### src/rtl/alu_pkg.sv
// Shared definitions for the sequential ALU.
//   op_t    : 4-bit operation codes presented on the op port
//   state_t : control FSM states
//   NIB_W   : width of one BCD digit
package alu_pkg;

    localparam int NIB_W = 4;

    typedef enum logic [3:0] {
        OP_ADC  = 4'd0,
        OP_SBC  = 4'd1,
        OP_AND  = 4'd2,
        OP_ORA  = 4'd3,
        OP_EOR  = 4'd4,
        OP_ASL  = 4'd5,
        OP_LSR  = 4'd6,
        OP_ROL  = 4'd7,
        OP_ROR  = 4'd8,
        OP_CMP  = 4'd9,
        OP_PASS = 4'd10,
        OP_INC  = 4'd11,
        OP_DEC  = 4'd12
    } op_t;

    typedef enum logic [1:0] {
        ST_IDLE = 2'd0,
        ST_EXEC = 2'd1,
        ST_BCD  = 2'd2,
        ST_DONE = 2'd3
    } state_t;

endpackage

### src/rtl/bcd_adjust.sv
// Decimal adjust of a binary ADC/SBC result, one nibble at a time.
//   bin_res : binary sum/difference of the operands
//   nib_cy  : carry (add) or borrow (subtract) out of each nibble of the binary op
//   sub     : 1 = subtract (SBC), 0 = add (ADC)
//   adj_res : BCD-corrected result
//   cy_out  : decimal carry out of the top digit (for subtract: 1 = no borrow)
module bcd_adjust
    import alu_pkg::*;
#(
    parameter int WIDTH = 8
) (
    input  logic [WIDTH-1:0]       bin_res,
    input  logic [WIDTH/NIB_W-1:0] nib_cy,
    input  logic                   sub,
    output logic [WIDTH-1:0]       adj_res,
    output logic                   cy_out
);

    localparam int NIBS = WIDTH / NIB_W;

    // digit : true decimal digit sum/difference, 6-bit two's complement
    // extra : decimal carry/borrow from the digit below that the binary op did not see
    // dcy   : decimal carry/borrow out of the current digit
    logic [5:0] digit;
    logic       extra;
    logic       dcy;

    always_comb begin
        adj_res = '0;
        digit   = '0;
        extra   = 1'b0;
        dcy     = 1'b0;
        for (int i = 0; i < NIBS; i++) begin
            if (sub) begin
                // Rebuild the signed digit difference: a borrowed nibble is 16 too high.
                digit = {2'b00, bin_res[NIB_W*i +: NIB_W]}
                        - (nib_cy[i] ? 6'd16 : 6'd0) - {5'b0, extra};
                dcy   = digit[5];
                adj_res[NIB_W*i +: NIB_W] = dcy ? digit[3:0] - 4'd6 : digit[3:0];
            end else begin
                digit = {1'b0, nib_cy[i], bin_res[NIB_W*i +: NIB_W]} + {5'b0, extra};
                dcy   = (digit > 6'd9);
                adj_res[NIB_W*i +: NIB_W] = dcy ? digit[3:0] + 4'd6 : digit[3:0];
            end
            // A binary carry/borrow already propagated; only the decimal-only one is extra.
            extra = dcy & ~nib_cy[i];
        end
        cy_out = sub ? ~dcy : dcy;
    end

endmodule

### src/rtl/alu_seq.sv
// Sequential 6502-style ALU with carry flag register and optional BCD mode.
// WIDTH must be a multiple of 4 and at least 8.
//   clk, rst_n          : clock, synchronous active-low reset
//   in_valid / in_ready : request handshake (accepted only in IDLE)
//   op, a, b, decimal   : operation, operands, BCD enable for ADC/SBC
//   c_load / c_val      : direct write of the carry flag while IDLE
//   out_valid/out_ready : result handshake (out_valid high in DONE)
//   result, flag_c/v/z/n: registered result and status flags
module alu_seq
    import alu_pkg::*;
#(
    parameter int WIDTH      = 8,
    parameter bit DECIMAL_EN = 1'b1
) (
    input  logic             clk,
    input  logic             rst_n,
    input  logic             in_valid,
    output logic             in_ready,
    input  logic [3:0]       op,
    input  logic [WIDTH-1:0] a,
    input  logic [WIDTH-1:0] b,
    input  logic             decimal,
    input  logic             c_load,
    input  logic             c_val,
    output logic             out_valid,
    input  logic             out_ready,
    output logic [WIDTH-1:0] result,
    output logic             flag_c,
    output logic             flag_v,
    output logic             flag_z,
    output logic             flag_n
);

    localparam int NIBS = WIDTH / NIB_W;
    localparam int MSB  = WIDTH - 1;

    state_t state, state_nx;

    // Operands latched on accept
    logic [WIDTH-1:0] a_p0, b_p0;
    logic [3:0]       op_p0;
    logic             dec_p0;

    // Binary intermediate held for the decimal adjust cycle
    logic [WIDTH-1:0] bin_p1;
    logic [NIBS-1:0]  nib_p1;
    logic             v_p1;
    logic             sub_p1;

    // Execute-stage combinational results
    logic [WIDTH:0]   sum_w, dif_w, cmp_w;
    logic [WIDTH-1:0] x_res;
    logic             x_c, x_v, x_upd_c, x_upd_v, x_upd_zn;
    logic             x_sub;
    logic [NIBS-1:0]  x_nib;
    logic             go_bcd;

    logic [WIDTH-1:0] adj_res;
    logic             adj_cy;

    // Per-nibble carry (add) or borrow (subtract) chain of the binary op.
    function automatic logic [NIBS-1:0] nibble_carries(
        input logic [WIDTH-1:0] x,
        input logic [WIDTH-1:0] y,
        input logic             cin,
        input logic             sub
    );
        logic [NIBS-1:0] cy;
        logic [4:0]      t;
        logic            k;
        cy = '0;
        t  = '0;
        k  = cin;
        for (int i = 0; i < NIBS; i++) begin
            if (sub)
                t = {1'b0, x[NIB_W*i +: NIB_W]} - {1'b0, y[NIB_W*i +: NIB_W]} - {4'b0, k};
            else
                t = {1'b0, x[NIB_W*i +: NIB_W]} + {1'b0, y[NIB_W*i +: NIB_W]} + {4'b0, k};
            cy[i] = t[4];
            k     = t[4];
        end
        return cy;
    endfunction

    // ---- state register ----
    always_ff @(posedge clk) begin
        if (!rst_n)
            state <= ST_IDLE;
        else
            state <= state_nx;
    end

    // ---- next-state logic ----
    always_comb begin
        state_nx = state;
        case (state)
            ST_IDLE: if (in_valid)  state_nx = ST_EXEC;
            ST_EXEC: state_nx = go_bcd ? ST_BCD : ST_DONE;
            ST_BCD:  state_nx = ST_DONE;
            ST_DONE: if (out_ready) state_nx = ST_IDLE;
            default: state_nx = ST_IDLE;
        endcase
    end

    // ---- handshake outputs ----
    always_comb begin
        in_ready  = (state == ST_IDLE) && rst_n;
        out_valid = (state == ST_DONE) && rst_n;
    end

    // ---- accept: latch request ----
    always_ff @(posedge clk) begin
        if (state == ST_IDLE && in_valid) begin
            a_p0   <= a;
            b_p0   <= b;
            op_p0  <= op;
            dec_p0 <= decimal;
        end
    end

    // ---- execute: binary result ----
    // Carry in is always the flag register; a c_load on the accept edge has already landed.
    assign sum_w = {1'b0, a_p0} + {1'b0, b_p0} + {{WIDTH{1'b0}}, flag_c};
    assign dif_w = {1'b0, a_p0} - {1'b0, b_p0} - {{WIDTH{1'b0}}, ~flag_c};
    assign cmp_w = {1'b0, a_p0} - {1'b0, b_p0};

    assign x_sub  = (op_p0 == OP_SBC);
    assign x_nib  = nibble_carries(a_p0, b_p0, x_sub ? ~flag_c : flag_c, x_sub);
    assign go_bcd = DECIMAL_EN && dec_p0 && (op_p0 == OP_ADC || op_p0 == OP_SBC);

    always_comb begin
        x_res    = a_p0;
        x_c      = flag_c;
        x_v      = flag_v;
        x_upd_c  = 1'b0;
        x_upd_v  = 1'b0;
        x_upd_zn = 1'b0;
        case (op_p0)
            OP_ADC: begin
                x_res    = sum_w[MSB:0];
                x_c      = sum_w[WIDTH];
                x_v      = ~(a_p0[MSB] ^ b_p0[MSB]) & (a_p0[MSB] ^ sum_w[MSB]);
                x_upd_c  = 1'b1;
                x_upd_v  = 1'b1;
                x_upd_zn = 1'b1;
            end
            OP_SBC: begin
                x_res    = dif_w[MSB:0];
                x_c      = ~dif_w[WIDTH];
                x_v      = (a_p0[MSB] ^ b_p0[MSB]) & (a_p0[MSB] ^ dif_w[MSB]);
                x_upd_c  = 1'b1;
                x_upd_v  = 1'b1;
                x_upd_zn = 1'b1;
            end
            OP_AND: begin
                x_res    = a_p0 & b_p0;
                x_upd_zn = 1'b1;
            end
            OP_ORA: begin
                x_res    = a_p0 | b_p0;
                x_upd_zn = 1'b1;
            end
            OP_EOR: begin
                x_res    = a_p0 ^ b_p0;
                x_upd_zn = 1'b1;
            end
            OP_ASL: begin
                x_res    = {a_p0[MSB-1:0], 1'b0};
                x_c      = a_p0[MSB];
                x_upd_c  = 1'b1;
                x_upd_zn = 1'b1;
            end
            OP_LSR: begin
                x_res    = {1'b0, a_p0[MSB:1]};
                x_c      = a_p0[0];
                x_upd_c  = 1'b1;
                x_upd_zn = 1'b1;
            end
            OP_ROL: begin
                x_res    = {a_p0[MSB-1:0], flag_c};
                x_c      = a_p0[MSB];
                x_upd_c  = 1'b1;
                x_upd_zn = 1'b1;
            end
            OP_ROR: begin
                x_res    = {flag_c, a_p0[MSB:1]};
                x_c      = a_p0[0];
                x_upd_c  = 1'b1;
                x_upd_zn = 1'b1;
            end
            OP_CMP: begin
                x_res    = cmp_w[MSB:0];
                x_c      = ~cmp_w[WIDTH];
                x_upd_c  = 1'b1;
                x_upd_zn = 1'b1;
            end
            OP_PASS: begin
                x_res    = a_p0;
                x_upd_zn = 1'b1;
            end
            OP_INC: begin
                x_res    = a_p0 + {{(WIDTH-1){1'b0}}, 1'b1};
                x_upd_zn = 1'b1;
            end
            OP_DEC: begin
                x_res    = a_p0 - {{(WIDTH-1){1'b0}}, 1'b1};
                x_upd_zn = 1'b1;
            end
            default: begin
                // Undefined codes pass a through and leave every flag alone.
                x_res = a_p0;
            end
        endcase
    end

    // ---- EXEC -> BCD: hold binary intermediate ----
    always_ff @(posedge clk) begin
        if (state == ST_EXEC && go_bcd) begin
            bin_p1 <= x_res;
            nib_p1 <= x_nib;
            v_p1   <= x_v;
            sub_p1 <= x_sub;
        end
    end

    bcd_adjust #(
        .WIDTH (WIDTH)
    ) u_bcd_adjust (
        .bin_res (bin_p1),
        .nib_cy  (nib_p1),
        .sub     (sub_p1),
        .adj_res (adj_res),
        .cy_out  (adj_cy)
    );

    // ---- result and flags: written only on the edge entering DONE ----
    always_ff @(posedge clk) begin
        if (!rst_n) begin
            result <= '0;
            flag_c <= 1'b0;
            flag_v <= 1'b0;
            flag_z <= 1'b0;
            flag_n <= 1'b0;
        end else begin
            case (state)
                ST_IDLE: begin
                    if (c_load) flag_c <= c_val;
                end
                ST_EXEC: begin
                    if (!go_bcd) begin
                        result <= x_res;
                        if (x_upd_c) flag_c <= x_c;
                        if (x_upd_v) flag_v <= x_v;
                        if (x_upd_zn) begin
                            flag_z <= (x_res == '0);
                            flag_n <= x_res[MSB];
                        end
                    end
                end
                ST_BCD: begin
                    // V comes from the binary intermediate, Z/N from the adjusted value.
                    result <= adj_res;
                    flag_c <= adj_cy;
                    flag_v <= v_p1;
                    flag_z <= (adj_res == '0);
                    flag_n <= adj_res[MSB];
                end
                default: ;
            endcase
        end
    end

endmodule

### config.mk
export PLATFORM = sky130hd
export DESIGN_NAME = alu_seq
export DESIGN_NICKNAME = d
export VERILOG_FILES = /design/src/rtl/alu_pkg.sv /design/src/rtl/bcd_adjust.sv /design/src/rtl/alu_seq.sv
export SDC_FILE = /design/constraint.sdc
export NUM_CORES = 1
export LEC_CHECK = 0
export BUFFER_PORTS_ARGS = -buffer_cell sky130_fd_sc_hd__buf_2
export CORE_ASPECT_RATIO = 0.6
export CORE_MARGIN = 3
export CORE_UTILIZATION = 45
export CTS_CLUSTER_DIAMETER = 30
export DETAILED_ROUTE_END_ITERATION = 10
export PLACE_DENSITY_LB_ADDON = 0.12
export SYNTH_ARGS = -nofsm -noshare
export SYNTH_HDL_FRONTEND = slang
export SYNTH_SLANG_ARGS = --single-unit
### constraint.sdc
create_clock -name clk -period 4.5 [get_ports clk]
set_clock_uncertainty 0.05 [all_clocks]
set_input_delay 0.675 -clock clk [delete_from_list [all_inputs] [get_ports clk]]
set_output_delay 0.675 -clock clk [all_outputs]
set_load 0.02 [all_outputs]
## After elaboration in Yosys (flattened, before gate mapping)

Index checks and enable logic that the tools add are counted.

| operators by class | value |
|---|---|
| reduce and logical (&&, ||, !) cells | 22 |
| order comparisons | 2 |
| bitwise gates (word level) | 15 |
| multiplexer cells | 39 |
| equal/unequal tests | 23 |
| $add $sub $neg | 22 |

Operators with widths:

| operator | number |
|---|---|
| case mux 8 bit (12 select lines) | 1 |
| two-way mux 4 bit | 6 |
| equality test 4 bit, second input constant | 5 |
| two-way mux 5 bit | 4 |
| two-way mux 1 bit | 17 |
| equality test 4 x 3 -> 1 bit, second input constant | 4 |
| logical NOT 8 bit | 2 |
| case mux 8 bit (2 select lines) | 1 |
| inequality test 2 bit, second input constant | 7 |
| OR reduction 13 bit | 1 |
| subtractor 4 x 6 -> 6 bit | 2 |
| adder 4 x 4 -> 5 bit | 2 |
| adder 5 x 1 -> 5 bit | 2 |
| subtractor 4 x 4 -> 5 bit | 2 |
| subtractor 5 x 1 -> 5 bit | 2 |
| adder 8 x 8 -> 9 bit | 1 |
| adder 9 x 1 -> 9 bit | 1 |
| subtractor 8 x 8 -> 9 bit | 1 |
| subtractor 9 x 1 -> 9 bit | 1 |
| adder 4 x 3 -> 4 bit, second input constant | 2 |
| adder 8 x 1 -> 8 bit, second input constant | 1 |
| bitwise AND 8 bit | 1 |
| equality test 4 x 2 -> 1 bit, second input constant | 2 |
| two-way mux 8 bit | 1 |
| 31 further kinds | 54 |

| word-level totals | value |
|---|---|
| flip-flop bits (word level) | 47 |

## Logic depth before layout (Yosys ltp)

| logic depth | value |
|---|---|
| word-level depth | 10 |
| mapped depth | 22 |
| mapped depth without buffers | 20 |

## Hierarchy

From an unflattened synthesis, not the netlist that was laid out.

| second synthesis, totals | value |
|---|---|
| cells, all modules | 570 |
| area total of the unflattened synthesis | 5012.3 µm² |

By module, submodules not included:

| module | cells an instance | times used | area each (µm²) |
|---|---|---|---|
| alu_seq | 493 | 1 | 4433.0 |
| bcd_adjust | 77 | 1 | 579.3 |

## Worst setup path before layout

OpenSTA, ideal clock, no wires.

| path | value |
|---|---|
| kind | reg-to-reg |
| start | register op_p0[2] |
| end | register nib_p1[1] (data pin) |
| stages on the path, launching flop included | 23 |
| buffers on the path | 2 |
| clock period less this slack | 4323 ps |
| setup time | 267 ps |
| setup slack | 177 ps |
| arrival time | 4006 ps |
| path through | edfxtp_1 buf_2 nor3_2 nand2_1 inv_1 buf_2 xnor2_1 ha_1 a21o_1 ha_1 a211o_1 a21oi_1 xnor2_1 nand2_1 and2_1 inv_1 ha_1 a21o_1 ha_1 a211o_1 a21oi_1 xnor2_1 o211ai_1 |

| on the way | value |
|---|---|
| longest elaborated chain between the ends | 6 |
| elaborated cells on any way between the ends | 8 |
| those cells by class | 4 x add/sub; 1 x eq/ne; 3 x mux |

Ends and longest elaborated chain:

| item | line | RTL |
|---|---|---|
| start: declaration | alu_seq.sv:41 | `logic [3:0] op_p0;` |
| start signal: assignment | alu_seq.sv:116 | `op_p0 <= op;` |
| equality test 4 x 1 -> 1 bit * | alu_seq.sv:127 | `assign x_sub = (op_p0 == OP_SBC);` |
| net x_sub | alu_seq.sv:54 | `logic x_sub;` |
| two-way mux 1 bit | alu_seq.sv:128 | `assign x_nib = nibble_carries(a_p0, b_p0, x_sub ? ~flag_c : flag_c, x_sub);` |
| adder 5 x 1 -> 5 bit or subtractor 5 x 1 -> 5 bit (tied branches) | alu_seq.sv:78, alu_seq.sv:76 |  |
| two-way mux 5 bit * | alu_seq.sv:75 | `if (sub)` |
| net x_nib[0] | alu_seq.sv:55 | `logic [NIBS-1:0] x_nib;` |
| adder 5 x 1 -> 5 bit or subtractor 5 x 1 -> 5 bit (tied branches) | alu_seq.sv:78, alu_seq.sv:76 |  |
| two-way mux 5 bit * | alu_seq.sv:75 |  |
| net x_nib[1] | alu_seq.sv:55 |  |
| end signal: assignment | alu_seq.sv:220 | `nib_p1 <= x_nib;` |
| end: declaration | alu_seq.sv:46 | `logic [NIBS-1:0] nib_p1;` |

Mark *: on every way through the listed nets, which the timed path passes. The rest lies on a longest branch.
A chain may end at the register's enable or synchronous reset.

## Worst setup path after layout

| path | value |
|---|---|
| start | register op_p0[3] |
| end | register nib_p1[1] (data pin) |

| on the way | value |
|---|---|
| longest elaborated chain between the ends | 6 |
| elaborated cells on any way between the ends | 8 |
| those cells by class | 4 x add/sub; 1 x eq/ne; 3 x mux |

Ends and longest elaborated chain:

| item | line |
|---|---|
| equality test 4 x 1 -> 1 bit * | alu_seq.sv:127 |
| two-way mux 1 bit | alu_seq.sv:128 |
| adder 5 x 1 -> 5 bit or subtractor 5 x 1 -> 5 bit (tied branches) | alu_seq.sv:78, alu_seq.sv:76 |
| two-way mux 5 bit * | alu_seq.sv:75 |
| net x_nib[0] | alu_seq.sv:55 |
| adder 5 x 1 -> 5 bit or subtractor 5 x 1 -> 5 bit (tied branches) | alu_seq.sv:78, alu_seq.sv:76 |
| two-way mux 5 bit * | alu_seq.sv:75 |
| net x_nib[1] | alu_seq.sv:55 |

Marked as above.

==> metrics.md <==
| Metric | Value |
|---|---|
| CTS sink cnt | `47` |
| Met3 GRT Util | `7.29%` |
| Antenna Cells | `0` |
| Power per cell area | `572 nW/um2` |
| Worst path slowest cell | `edfxtp_1` |
| Initial antenna violation count | `0` |
| Worst EP required | `4490 ps` |
| RSZ-0062 raised after global routing | `no` |
| Mean number of vias per cell | `6.21` |
| Die Ht | `88.7 um` |
| Buf/Inv on CP | `2` |
| Worst setup SP type | `flip-flop` |
| CP Max Fanout | `2` |
| Leak | `2.46 nW` |
| Cell Area, Synth | `5130 um2` |
| Power, Total | `3.23 mW` |
| Setup violators final | `0` |
| Largest net degree at the start of global routing | `35` |
| Crit path DAT | `4250 ps` |
| Critical Path, Cell by Cell | `nor3_2, nand2_1, inv_1, xnor2_1, ha_1, a21o_1, ha_1, a211o_1, a21oi_2, xnor2_1, nand2_1, and2_1, inv_1, ha_1, a21o_1, ha_1, a211o_1, a21oi_1, xnor2_1, o211ai_1` |
| Synth Instances | `620` |
| Top-count cell post-synth | `ha_1` |
| Fin cells | `795` |
| Tot GR Track Use | `26.5%` |
| Area growth from synthesis to layout | `10.2%` |
| Nets | `745` |
| Htree depth | `2` |
| Worst-Skew Late Latency | `300 ps` |
| Top cells by area, synth | `edfxtp_1 19%, ha_1 14%, dfxtp_1 5.5%, inv_1 3.9%, o21ai_0 3.6%` |
| Row cnt | `29` |
| Cell taking the most area after synthesis | `edfxtp_1` |
| Grt met1 use | `42.7%` |
| Fillers | `1027` |
| CP Class | `reg -> reg` |
| Worst vdd ir | `0.000423 V` |
| M2 GR Usage | `35.3%` |
| CTS tree | `yes` |
| Core Box Area | `10800 um2` |
| Final Hold Slack | `404 ps` |
| Gr ovfl total | `0` |
| Tmin final | `4260 ps` |
| Ys Warns | `0` |
| #FFs+latches synth | `47` |
| Net count after synthesis | `710` |
| Vias in the first global route | `4435` |
| Drt pass-1 iters | `5` |
| CTS Buffer Depth | `2` |
| Status | `complete, no violations` |
| Fin. max-slew vios | `0` |
| Die area | `12800 um2` |
| Post-route DRC | `0` |
| Clock root cell | `clkbuf_16` |
| Most frequent CP cell | `ha_1` |
| Post-synthesis cell type count | `82` |
| CTS Buf Count | `5` |
| Die W | `144 um` |
| Area share of the largest cell type after synthesis | `19.3%` |
| Detailed placement HPWL | `13.0 mm` |
| GPL Wtd Cong | `0.984` |
| CP delay by family, top | `compound AO/OA/AOI/OAI gates` |
| Clk slew on worst S/H paths | `80 ps` |
| Routed WL | `16.4 mm` |
| Number of synthesized flops with an enable pin | `33` |
| I/O pin total | `41` |
| Most used flip-flop cell after synthesis | `edfxtp_1` |
| Synth cell count leaders | `59 x ha_1, 53 x inv_1, 46 x nand2_1, 46 x nor2_1, 37 x o21ai_0` |
| Avg Cell Area, Syn | `8.27 um2` |
| Fraction of layout cells with a size suffix above 1 | `13.6%` |
| Initial Utilization | `47.2%` |
| Max_slew headroom | `35.4%` |
| Worst Tran Pin Value | `970 ps` |
| Via Count | `4936` |
| Post-route clock period utilization | `94.7%` |
| First-pass GRT wire length | `25.7 mm` |
| Ys async rst share | `0%` |
| PortBufs | `40` |
| Drt initial violations | `792` |
| ANT nets after route | `0` |
| Fmax | `235 MHz` |
| Placed insts | `787` |
| WL per Instance | `20.7 um` |
| Setup crit end kind | `flip-flop` |
| TNS Setup | `0 ps` |
| Final-report hold violation count | `0` |
| Register area share after synthesis | `24.8%` |
| Hold Path Class | `reg -> reg` |
| Layer with the highest usage | `met1` |
| Max-cap violations | `0` |
| Slowest cell delay on critical path | `400 ps` |
-- kinds of logic after synthesis --
family,after synthesis,share of synthesized area (%)
buffers and inverters,86,6.86
adder cells (fa/ha/maj),63,16.0
flip-flops,47,24.8
AO/OA/AOI/OAI,193,26.6
multiplexers,8,1.61
XOR/XNOR,25,4.27
AND/OR/NAND/NOR,198,19.9
-- report_power, final --
group / total, mW / internal, mW / switching (mW)
Combinational: 2.15 / 0.783 / 1.36
Sequential: 0.682 / 0.600 / 0.0815
Clock: 0.402 / 0.213 / 0.189
Total: 3.23 / 1.60 / 1.64
-- final timing paths --
check / start / to / depth (start not counted) / slack (ps)
setup / recovery: op_p0[3] / nib_p1[1] / 20 / 240
hold / removal: result[2] / result[2] / 2 / 400
setup reg to reg: op_p0[3] / nib_p1[1] / 20 / 240
hold reg to reg: result[2] / result[2] / 2 / 400
-- cell type report --
class                      count  area (um2)  share of cell area (%)
timing repair buffer          58         335                    5.94
multi-input combinational    487        3510                    62.1
clock inverter                 3        26.3                   0.465
inverter                      56         210                    3.72
clock buffer                   5         125                    2.21
sequential                    47        1270                    22.5
tap                          139         174                    3.08
-- placed cells by master, fill, tap and decap left out, types with 6 or more instances in the layout --
master	n
o21ai_0	37
nor3_1	15
buf_4	18
nand3_1	15
a31oi_1	10
and3_1	6
ha_1	59
xnor2_1	19
inv_1	53
nand2b_1	13
edfxtp_1	33
mux2i_1	6
xor2_1	6
nand2_1	46
buf_2	40
a21oi_1	35
nor2b_1	15
a21o_1	13
a221oi_1	6
nor2_1	46
o211ai_1	16
nand4_1	7
dfxtp_1	14
-- metrics by stage --
| step | cell area (um2) | utilization [%] | setup slack (ps) |
|---|---|---|---|
| CTS | 5650 | 52.0 | 234 |
| global placement | 5490 | 50.6 | 356 |
| finish | 5650 | 52.1 | 241 |
| detailed placement | 5490 | 50.6 | 267 |
| global route | 5650 | 52.1 | 27.0 |
| floorplan | 5130 | - | 177 |
-- timing repair --
item	CTS	global route
endpoints found under the setup margin	0	1
resized for setup	0	1
hold buffers	0	0
buffers inserted	0	0
-- metal layers --
layer	vias up	wire (um)	part of all wire, %
met2	295	6010	37
met4	0	107	0.65
met5	-	0	0
met3	11	2260	14
li1	2341	-	-
met1	2289	8050	49
-- sequential cells by signal, indices dropped and copies added, names as in the netlist, 2 cells and up --
| signal | count |
|---|---|
| a_p0 | 8 |
| b_p0 | 8 |
| bin_p1 | 8 |
| nib_p1 | 2 |
| op_p0 | 4 |
| result | 8 |
| state | 2 |
-- tightest hold or removal path: stages (launching register included) --
cell and delay (ps):
dfxtp_1 310, nand2_1 50, a21oi_1 50
Note: power is estimated with default switching activity, not from simulation.
